`config.mk`:
```
export PLATFORM = sky130hd
export DESIGN_NAME = pipeline_hazard_ctrl
export DESIGN_NICKNAME = d
export VERILOG_FILES = /design/src/rtl/pipeline_hazard_ctrl_pkg.sv /design/src/rtl/fwd_select.sv /design/src/rtl/pipeline_hazard_ctrl.sv
export SDC_FILE = /design/constraint.sdc
export NUM_CORES = 1
export LEC_CHECK = 0
export CORE_MARGIN = 4
export CORE_UTILIZATION = 40
export DETAILED_ROUTE_END_ITERATION = 8
export PLACE_DENSITY = 0.73
export SKIP_CTS_REPAIR_TIMING = 1
export SLEW_MARGIN = 25
export SYNTH_ARGS = -nofsm -noshare
export SYNTH_HDL_FRONTEND = slang
export SYNTH_HIERARCHICAL = 1
export SYNTH_SLANG_ARGS = --single-unit
```
`constraint.sdc`:
```
create_clock -name clk -period 2.8 [get_ports clk]
set_input_delay 0.56 -clock clk [delete_from_list [all_inputs] [get_ports clk]]
set_output_delay 0.56 -clock clk [all_outputs]
set_load 0.005 [all_outputs]
```
`src/rtl/pipeline_hazard_ctrl_pkg.sv`:
```
// pipe_ctrl_pkg: shared encodings for the pipeline hazard controller.
//   fwd_sel_e    - forward select: register file / writeback / memory stage
//   state_e      - hazard FSM states
//   DRAIN_CYCLES - cycles spent draining before entering HALTED
//   sat_inc      - 16-bit saturating increment for the perf counters
package pipe_ctrl_pkg;

  typedef enum logic [1:0] {
    FWD_RF  = 2'b00,
    FWD_WB  = 2'b01,
    FWD_MEM = 2'b10
  } fwd_sel_e;

  typedef enum logic [1:0] {
    ST_RUN      = 2'b00,
    ST_MEM_WAIT = 2'b01,
    ST_DRAIN    = 2'b10,
    ST_HALTED   = 2'b11
  } state_e;

  localparam int unsigned DRAIN_CYCLES = 3;
  localparam logic [1:0]  DRAIN_INIT   = 2'(DRAIN_CYCLES);

  function automatic logic [15:0] sat_inc(input logic [15:0] v, input logic en);
    return (en && (v != '1)) ? v + 16'd1 : v;
  endfunction

endpackage

```
`src/rtl/fwd_select.sv`:
```
// fwd_select: picks the operand source for one execute-stage register.
//   src        - register index read in execute
//   en         - qualifier; when low the select is always the register file
//   rd_m/wb_m  - memory-stage destination and write-enable
//   rd_w/wb_w  - writeback-stage destination and write-enable
//   sel        - FWD_MEM if memory stage matches, else FWD_WB, else FWD_RF
module fwd_select
  import pipe_ctrl_pkg::*;
(
  input  logic [3:0] src,
  input  logic       en,
  input  logic [3:0] rd_m,
  input  logic       wb_m,
  input  logic [3:0] rd_w,
  input  logic       wb_w,
  output logic [1:0] sel
);

  always_comb begin
    sel = FWD_RF;
    if (en) begin
      if (wb_m && (rd_m == src))      sel = FWD_MEM;
      else if (wb_w && (rd_w == src)) sel = FWD_WB;
    end
  end

endmodule

```
`src/rtl/pipeline_hazard_ctrl.sv`:
```
// pipeline_hazard_ctrl: forwarding, stall/flush control and halt sequencing
// for a 5-stage pipeline.
//   clk, rst (sync, active-high)
//   decode : rs1_D, rs2_D, use1_D, use2_D
//   execute: rs1_E, rs2_E, rd_E, wb_E, ld_E, st_E, branch_taken_E
//   memory : rd_M, wb_M, mem_busy
//   wback  : rd_W, wb_W
//   control: halt_req, resume
//   outputs: fwd_a_E/fwd_b_E/fwd_st_E forward selects; stall_F/D/E/M,
//            bubble_E, flush_D, halted; stall_cnt/flush_cnt perf counters
module pipeline_hazard_ctrl
  import pipe_ctrl_pkg::*;
(
  input  logic        clk,
  input  logic        rst,
  input  logic [3:0]  rs1_D,
  input  logic [3:0]  rs2_D,
  input  logic        use1_D,
  input  logic        use2_D,
  input  logic [3:0]  rs1_E,
  input  logic [3:0]  rs2_E,
  input  logic [3:0]  rd_E,
  input  logic        wb_E,
  input  logic        ld_E,
  input  logic        st_E,
  input  logic        branch_taken_E,
  input  logic [3:0]  rd_M,
  input  logic        wb_M,
  input  logic        mem_busy,
  input  logic [3:0]  rd_W,
  input  logic        wb_W,
  input  logic        halt_req,
  input  logic        resume,
  output logic [1:0]  fwd_a_E,
  output logic [1:0]  fwd_b_E,
  output logic [1:0]  fwd_st_E,
  output logic        stall_F,
  output logic        stall_D,
  output logic        stall_E,
  output logic        stall_M,
  output logic        bubble_E,
  output logic        flush_D,
  output logic        halted,
  output logic [15:0] stall_cnt,
  output logic [15:0] flush_cnt
);

  state_e      state_q, state_d;
  logic [1:0]  drain_q, drain_d;
  logic [15:0] stall_cnt_q, stall_cnt_d;
  logic [15:0] flush_cnt_q, flush_cnt_d;
  logic        load_use;
  logic        br_flush;

  fwd_select u_fwd_a (
    .src(rs1_E), .en(1'b1), .rd_m(rd_M), .wb_m(wb_M), .rd_w(rd_W), .wb_w(wb_W), .sel(fwd_a_E)
  );
  fwd_select u_fwd_b (
    .src(rs2_E), .en(1'b1), .rd_m(rd_M), .wb_m(wb_M), .rd_w(rd_W), .wb_w(wb_W), .sel(fwd_b_E)
  );
  fwd_select u_fwd_st (
    .src(rd_E), .en(st_E), .rd_m(rd_M), .wb_m(wb_M), .rd_w(rd_W), .wb_w(wb_W), .sel(fwd_st_E)
  );

  always_comb begin
    load_use = ld_E && wb_E &&
               ((use1_D && (rd_E == rs1_D)) || (use2_D && (rd_E == rs2_D)));

    state_d  = state_q;
    drain_d  = drain_q;
    stall_F  = 1'b0;
    stall_D  = 1'b0;
    stall_E  = 1'b0;
    stall_M  = 1'b0;
    bubble_E = 1'b0;
    flush_D  = 1'b0;
    halted   = 1'b0;
    br_flush = 1'b0;

    case (state_q)
      // MEM_WAIT shares RUN's logic: the cycle mem_busy drops already behaves
      // as RUN, so the stall lasts exactly as long as mem_busy. halt_req is
      // only honoured from RUN proper.
      ST_RUN, ST_MEM_WAIT: begin
        if (mem_busy) begin
          {stall_F, stall_D, stall_E, stall_M} = '1;
          state_d = ST_MEM_WAIT;
        end else begin
          state_d = ST_RUN;
          if ((state_q == ST_RUN) && halt_req) begin
            state_d = ST_DRAIN;
            drain_d = DRAIN_INIT;
          end
          if (branch_taken_E) begin
            flush_D  = 1'b1;
            bubble_E = 1'b1;
            br_flush = 1'b1;
          end else if (load_use) begin
            stall_F  = 1'b1;
            stall_D  = 1'b1;
            bubble_E = 1'b1;
          end
        end
      end
      ST_DRAIN: begin
        stall_F = 1'b1;
        flush_D = 1'b1;
        if (mem_busy) begin
          {stall_D, stall_E, stall_M} = '1;
        end else if (drain_q <= 2'd1) begin
          drain_d = '0;
          state_d = ST_HALTED;
        end else begin
          drain_d = drain_q - 2'd1;
        end
      end
      ST_HALTED: begin
        halted  = 1'b1;
        stall_F = 1'b1;
        flush_D = 1'b1;
        if (resume) state_d = ST_RUN;
      end
      default: state_d = ST_RUN;
    endcase

    stall_cnt_d = sat_inc(stall_cnt_q, stall_D);
    flush_cnt_d = sat_inc(flush_cnt_q, br_flush);
  end

  always_ff @(posedge clk) begin
    if (rst) begin
      state_q     <= ST_RUN;
      drain_q     <= '0;
      stall_cnt_q <= '0;
      flush_cnt_q <= '0;
    end else begin
      state_q     <= state_d;
      drain_q     <= drain_d;
      stall_cnt_q <= stall_cnt_d;
      flush_cnt_q <= flush_cnt_d;
    end
  end

  assign stall_cnt = stall_cnt_q;
  assign flush_cnt = flush_cnt_q;

endmodule

```
==> results.cfg, run 1 <==
[setup_path]
worstSetupEndpoint = fwd_b_E[1]
crit_type = in2out
critPathRequiredTime_ns = 2.24
r2r_slack_ns = 0.72
cp-end-kind = output port
crit_fanout = 3
rr_worst_depth = 6
r2r-end = stall_cnt[2]
critical_path_arrival_ns = 2.16
worstSetupStartpointType = primary input
startpoint = rd_M[2]
reg2reg_from = stall_cnt[0]

[clocking]
cts_tree = yes
cts_buffers = 5
cts-root-buf = clkbuf_8
path_clk_slew_ns = 0.07
clock_path_buffers = 2
worstSkewPairLatency_ns = 0.29
ctsHtreeMaxLevel = 2
clkSinkCount = 36

[logic_synthesis]
synthCells = 276
synth.area.mux_share_pct = 2.006
ys_async_sr_fraction_pct = 0
synth_seq_cells = 36
yosysWarnings = 6
ys_types = 45
syn_area_um2 = 2246
synth_ff_type = dfxtp_1
yosysTopAreaCellShare_pct = 32.09
yosys.area_share.adder_pct = 1.114
synth_top_family_by_area = simple AND/OR/NAND/NOR gates
synthTopCellsByCount = 36 x dfxtp_1, 27 x xnor2_1, 24 x nor2_1
yosysSeqAreaShare_pct = 32.09
synth-simple-area-share_pct = 30.70
synth_xor_area_share_pct = 16.77
avgSynthCellArea_um2 = 8.137
synth_area_leader_cell = dfxtp_1
synth_enable_flop_cells = 0
synth_compound_area_share_pct = 13.76
post-synth-top-count-cell = dfxtp_1
netlist_top_cells_area = dfxtp_1 32%, xnor2_1 11%, xor2_1 6.2%, nand3_1 4.5%, a21oi_1 4.2%

[route]
via_count = 2301
final_antenna_net_count = 0
wl_per_cell_um = 13.94
drc = 0
dr.first_iter.drc_count = 84
via_per_inst = 5.171
drt-total-wl_mm = 6.204
drt_pass1_iterations = 4

[final_layout]
diodes = 0
area_delta_synth_final_pct = 51.59
drive_above_1_share_pct = 11.26
nets = 415
final_area_um2 = 3405

[outcome]
status = finished, final reports clean

[sta]
clock.fmax_ghz = 0.3676
holdWs_ns = 0.5087
relSlewSlack_pct = 57.01
tns_ns = 0
fin_skew_ns = 0.007948
slew_viol_final = 0
finalSetupViolCount = 0
layout_min_cycle_time_ns = 2.721
rsz0062_at_grt = false
layout_setup_ws_ns = 0.07941
finalCritPeriodShare_pct = 97.16
hold_viol = 0
max_slew.worst_pin.slew_ns = 0.6390

[die]
rows = 27
die_w_um = 82.93
die_area_um2 = 6877
start_util_pct = 41.04
fp.dieH_um = 82.93
core-area_um2 = 5473
ios = 86

[flow_run]
maxCapViolCount = 0

[placed_design]
place_ws_ns = -0.2564
routabilityCongestion = 0.8306
hpwl_mm = 4.844
placed_area_um2 = 3231
port_buffers = 85

[global_route]
grt_pass1_wl_mm = 10.12
grt_max_degree = 20
grt_usage_pct = 17.28
antenna_found_initial = 0
globalRouteOverflowTotal = 0
grt_pass1_vias = 2155

[power_and_ir_drop]
power_leakage_nw = 1.235
p_total_mw = 1.267
ir_drop_v = 0.0002666
p_per_area_nw_per_um2 = 372.2

[hold_path]
hp-class = reg2reg
==> where the power goes <==
part / internal, mW / total (mW) / switching [mW]
Clock: 0.314 / 0.501 / 0.186
Combinational: 0.133 / 0.231 / 0.0977
Sequential: 0.522 / 0.536 / 0.0143
Total: 0.969 / 1.27 / 0.298
==> registers in the layout, summed over array words and instances (netlist names) <==
signal     cells
flush_cnt     16
drain_q        2
stall_cnt     16
state_q        2
==> cell families (layout without fill, tap and decap cells) <==
family                     after synthesis  in the layout
AOI/OAI and AO/OA                       50             50
xor gates and xnor gates                43             43
adders and majority gates                2              2
buffers and inverters                   17            111
DFF                                     36             36
muxes                                    4              4
other                                    1              4
and+or+nand+nor                        123            123
==> metrics by stage <==
| stage | cells | util, % |
|---|---|---|
| after detailed placement | 437 | 59.03 |
| after CTS | 445 | 61.34 |
| after global routing | 445 | 62.21 |
| after global placement | 437 | 59.03 |
| after floorplan | 279 | - |
| final | 445 | 62.21 |
==> how the worst min path moves through the flow <==
stage / from / endpoint / cells past startpoint / slack, ns
final: stall_cnt[7] / stall_cnt[7] / 2 / 0.51
after global routing: drain_q[0] / drain_q[0] / 2 / 0.55
after CTS: flush_cnt[13] / flush_cnt[13] / 2 / 0.51
after detailed placement: flush_cnt[13] / flush_cnt[13] / 2 / 0.50
after global placement: drain_q[0] / drain_q[0] / 2 / 0.48
after floorplan: drain_q[0] / drain_q[0] / 2 / 0.46
==> area by class of cell <==
cell class                 instances  area [µm²]
clock buffer                       7       96.34
inverter                           7       26.28
fill                             486        2068
multi-input combinational        226        1483
timing repair buffer              96       958.4
clock inverter                     1       30.03
tap                               72       90.09
sequential                        36       720.7
==> layout by cell type, fill, tap and decap left out, types with 5 or more instances in the layout <==
cell type,instances
nand4_1,12
o21ai_0,12
inv_1,6
a21oi_1,18
xor2_1,16
nand2_1,17
or4_1,5
nand3_1,19
buf_4,11
xnor2_1,27
nor3_1,6
dlymetal6s2s_1,10
or3_1,8
clkbuf_8,7
dfxtp_1,36
clkdlybuf4s50_1,75
and3_1,6
nor2b_1,7
nor2_1,24
==> worst max-delay path, cell delays in order <==
cell and delay [ns]:
clkdlybuf4s50_1 0.48, xor2_1 0.18, nor3_2 0.24, and3_1 0.18, clkdlybuf4s50_1 0.52
==> per-layer routing <==
| layer | wire, µm | up-vias | share of wire [%] | GRT usage [%] |
|---|---|---|---|---|
| li1 | - | 1176 | - | - |
| met1 | 2784 | 1077 | 45 | 22.77 |
| met2 | 3100 | 41 | 50 | 28.43 |
| met3 | 246 | 7 | 4.0 | 3.869 |
| met4 | 72 | 0 | 1.2 | 4.606 |
| met5 | 0 | - | 0 | 0 |
(Power assumes the default switching activity.)
==> inputs of run 2 (changes only) <==
Clock period 2.8 ns to 3.42 ns, I/O delays scaled along.
==> results.cfg, run 2 (synthesis results as in run 1) <==
[outcome]
status = finished, final reports clean

[sta]
max_slew.worst_pin.slew_ns = 0.8211
clock.fmax_ghz = 0.3070
finalCritPeriodShare_pct = 95.24
relSlewSlack_pct = 45.09
fin_skew_ns = 0.004636
finalSetupViolCount = 0
holdWs_ns = 0.5047
layout_min_cycle_time_ns = 3.257
slew_viol_final = 0
hold_viol = 0
rsz0062_at_grt = false
tns_ns = 0

[power_and_ir_drop]
power_leakage_nw = 1.101
p_per_area_nw_per_um2 = 285.7
p_total_mw = 0.9405
ir_drop_v = 0.0002179

[clocking]
worstSkewPairLatency_ns = 0.29
path_clk_slew_ns = 0.07
clock_path_buffers = 2
cts-root-buf = clkbuf_8
cts_tree = yes
ctsHtreeMaxLevel = 2
clkSinkCount = 36
cts_buffers = 5

[setup_path]
critical_path_arrival_ns = 2.57
reg2reg_from = stall_cnt[0]
crit_type = in2out
startpoint = rd_E[2]
critPathRequiredTime_ns = 2.74
cp-end-kind = output port
worstSetupStartpointType = primary input
crit_fanout = 3

[die]
die_w_um = 82.93
ios = 86
die_area_um2 = 6877
start_util_pct = 41.04
fp.dieH_um = 82.93
core-area_um2 = 5473
rows = 27

[route]
wl_per_cell_um = 13.93
drc = 0
via_count = 2286
drt_pass1_iterations = 6
via_per_inst = 5.195
dr.first_iter.drc_count = 104
final_antenna_net_count = 0
drt-total-wl_mm = 6.129

[final_layout]
diodes = 0
final_common_cell = clkdlybuf4s50_1
mostFrequentLayoutCells = 85 x clkdlybuf4s50_1, 36 x dfxtp_1, 27 x xnor2_1
multiInputGateArea_um2 = 1466
area_delta_synth_final_pct = 46.57
fillers = 526
drive_above_1_share_pct = 9.511
seq_area_um2 = 720.7
nets = 410

[hold_path]
hp-class = reg2reg
hp-start = flush_cnt[13]

[placed_design]
port_buffers = 85
hpwl_mm = 4.739
routabilityCongestion = 0.8509

[global_route]
globalRouteOverflowTotal = 0
grt_max_degree = 24
grt_pass1_vias = 2197
grt_usage_pct = 18.31
grt_pass1_wl_mm = 10.53
antenna_found_initial = 0

[flow_run]
maxCapViolCount = 0
run 2: critical path, stage by stage:
cell	delay [ns]
clkdlybuf4s50_1	0.56
xnor2_1	0.14
nand3_1	0.11
o22ai_2	0.24
nand3_1	0.12
a21boi_0	0.19
clkdlybuf4s50_1	0.53
run 2: per-layer routing:
| metal | vias up | track usage, % | routed length (µm) |
|---|---|---|---|
| met3 | 4 | 5.556 | 287 |
| met2 | 51 | 30.61 | 3009 |
| met4 | 0 | 3.120 | 40 |
| met1 | 1062 | 23.55 | 2792 |
| met5 | - | 0 | 0 |
| li1 | 1169 | - | - |
run 2: final timing paths:
path,slack (ns),end,cells past startpoint
hold / removal,0.50,flush_cnt[13],2
hold reg to reg,0.50,flush_cnt[13],2
setup reg to reg,1.34,stall_cnt[2],6
setup / recovery,0.16,bubble_E,7
run 2: power breakdown:
part | total [mW] | internal (mW) | switching [mW]
Sequential | 0.439 | 0.427 | 0.0114
Combinational | 0.184 | 0.106 | 0.0775
Clock | 0.318 | 0.161 | 0.158
run 2: cell type report:
type                    count  share of cell area, %
multi-input cells         226                  44.55
flip-flops and latches     36                  21.89
well taps                  72                  2.737
clock inverters             2                 0.3041
clock buffers               6                  2.509
inverters                   7                 0.7982
repair buffers             91                  27.21
run 2: metrics by stage:
step	cell area, µm²	utilization (%)	instances	setup WS (ns)
6_report	3292	60.15	440	0.1629
5_1_grt	3292	60.15	440	0.02626
4_1_cts	3286	60.04	440	0.06068
3_5_place_dp	3193	58.34	432	0.06814
3_3_place_gp	3193	58.34	432	0.1572
2_1_floorplan	2257	-	279	1.251
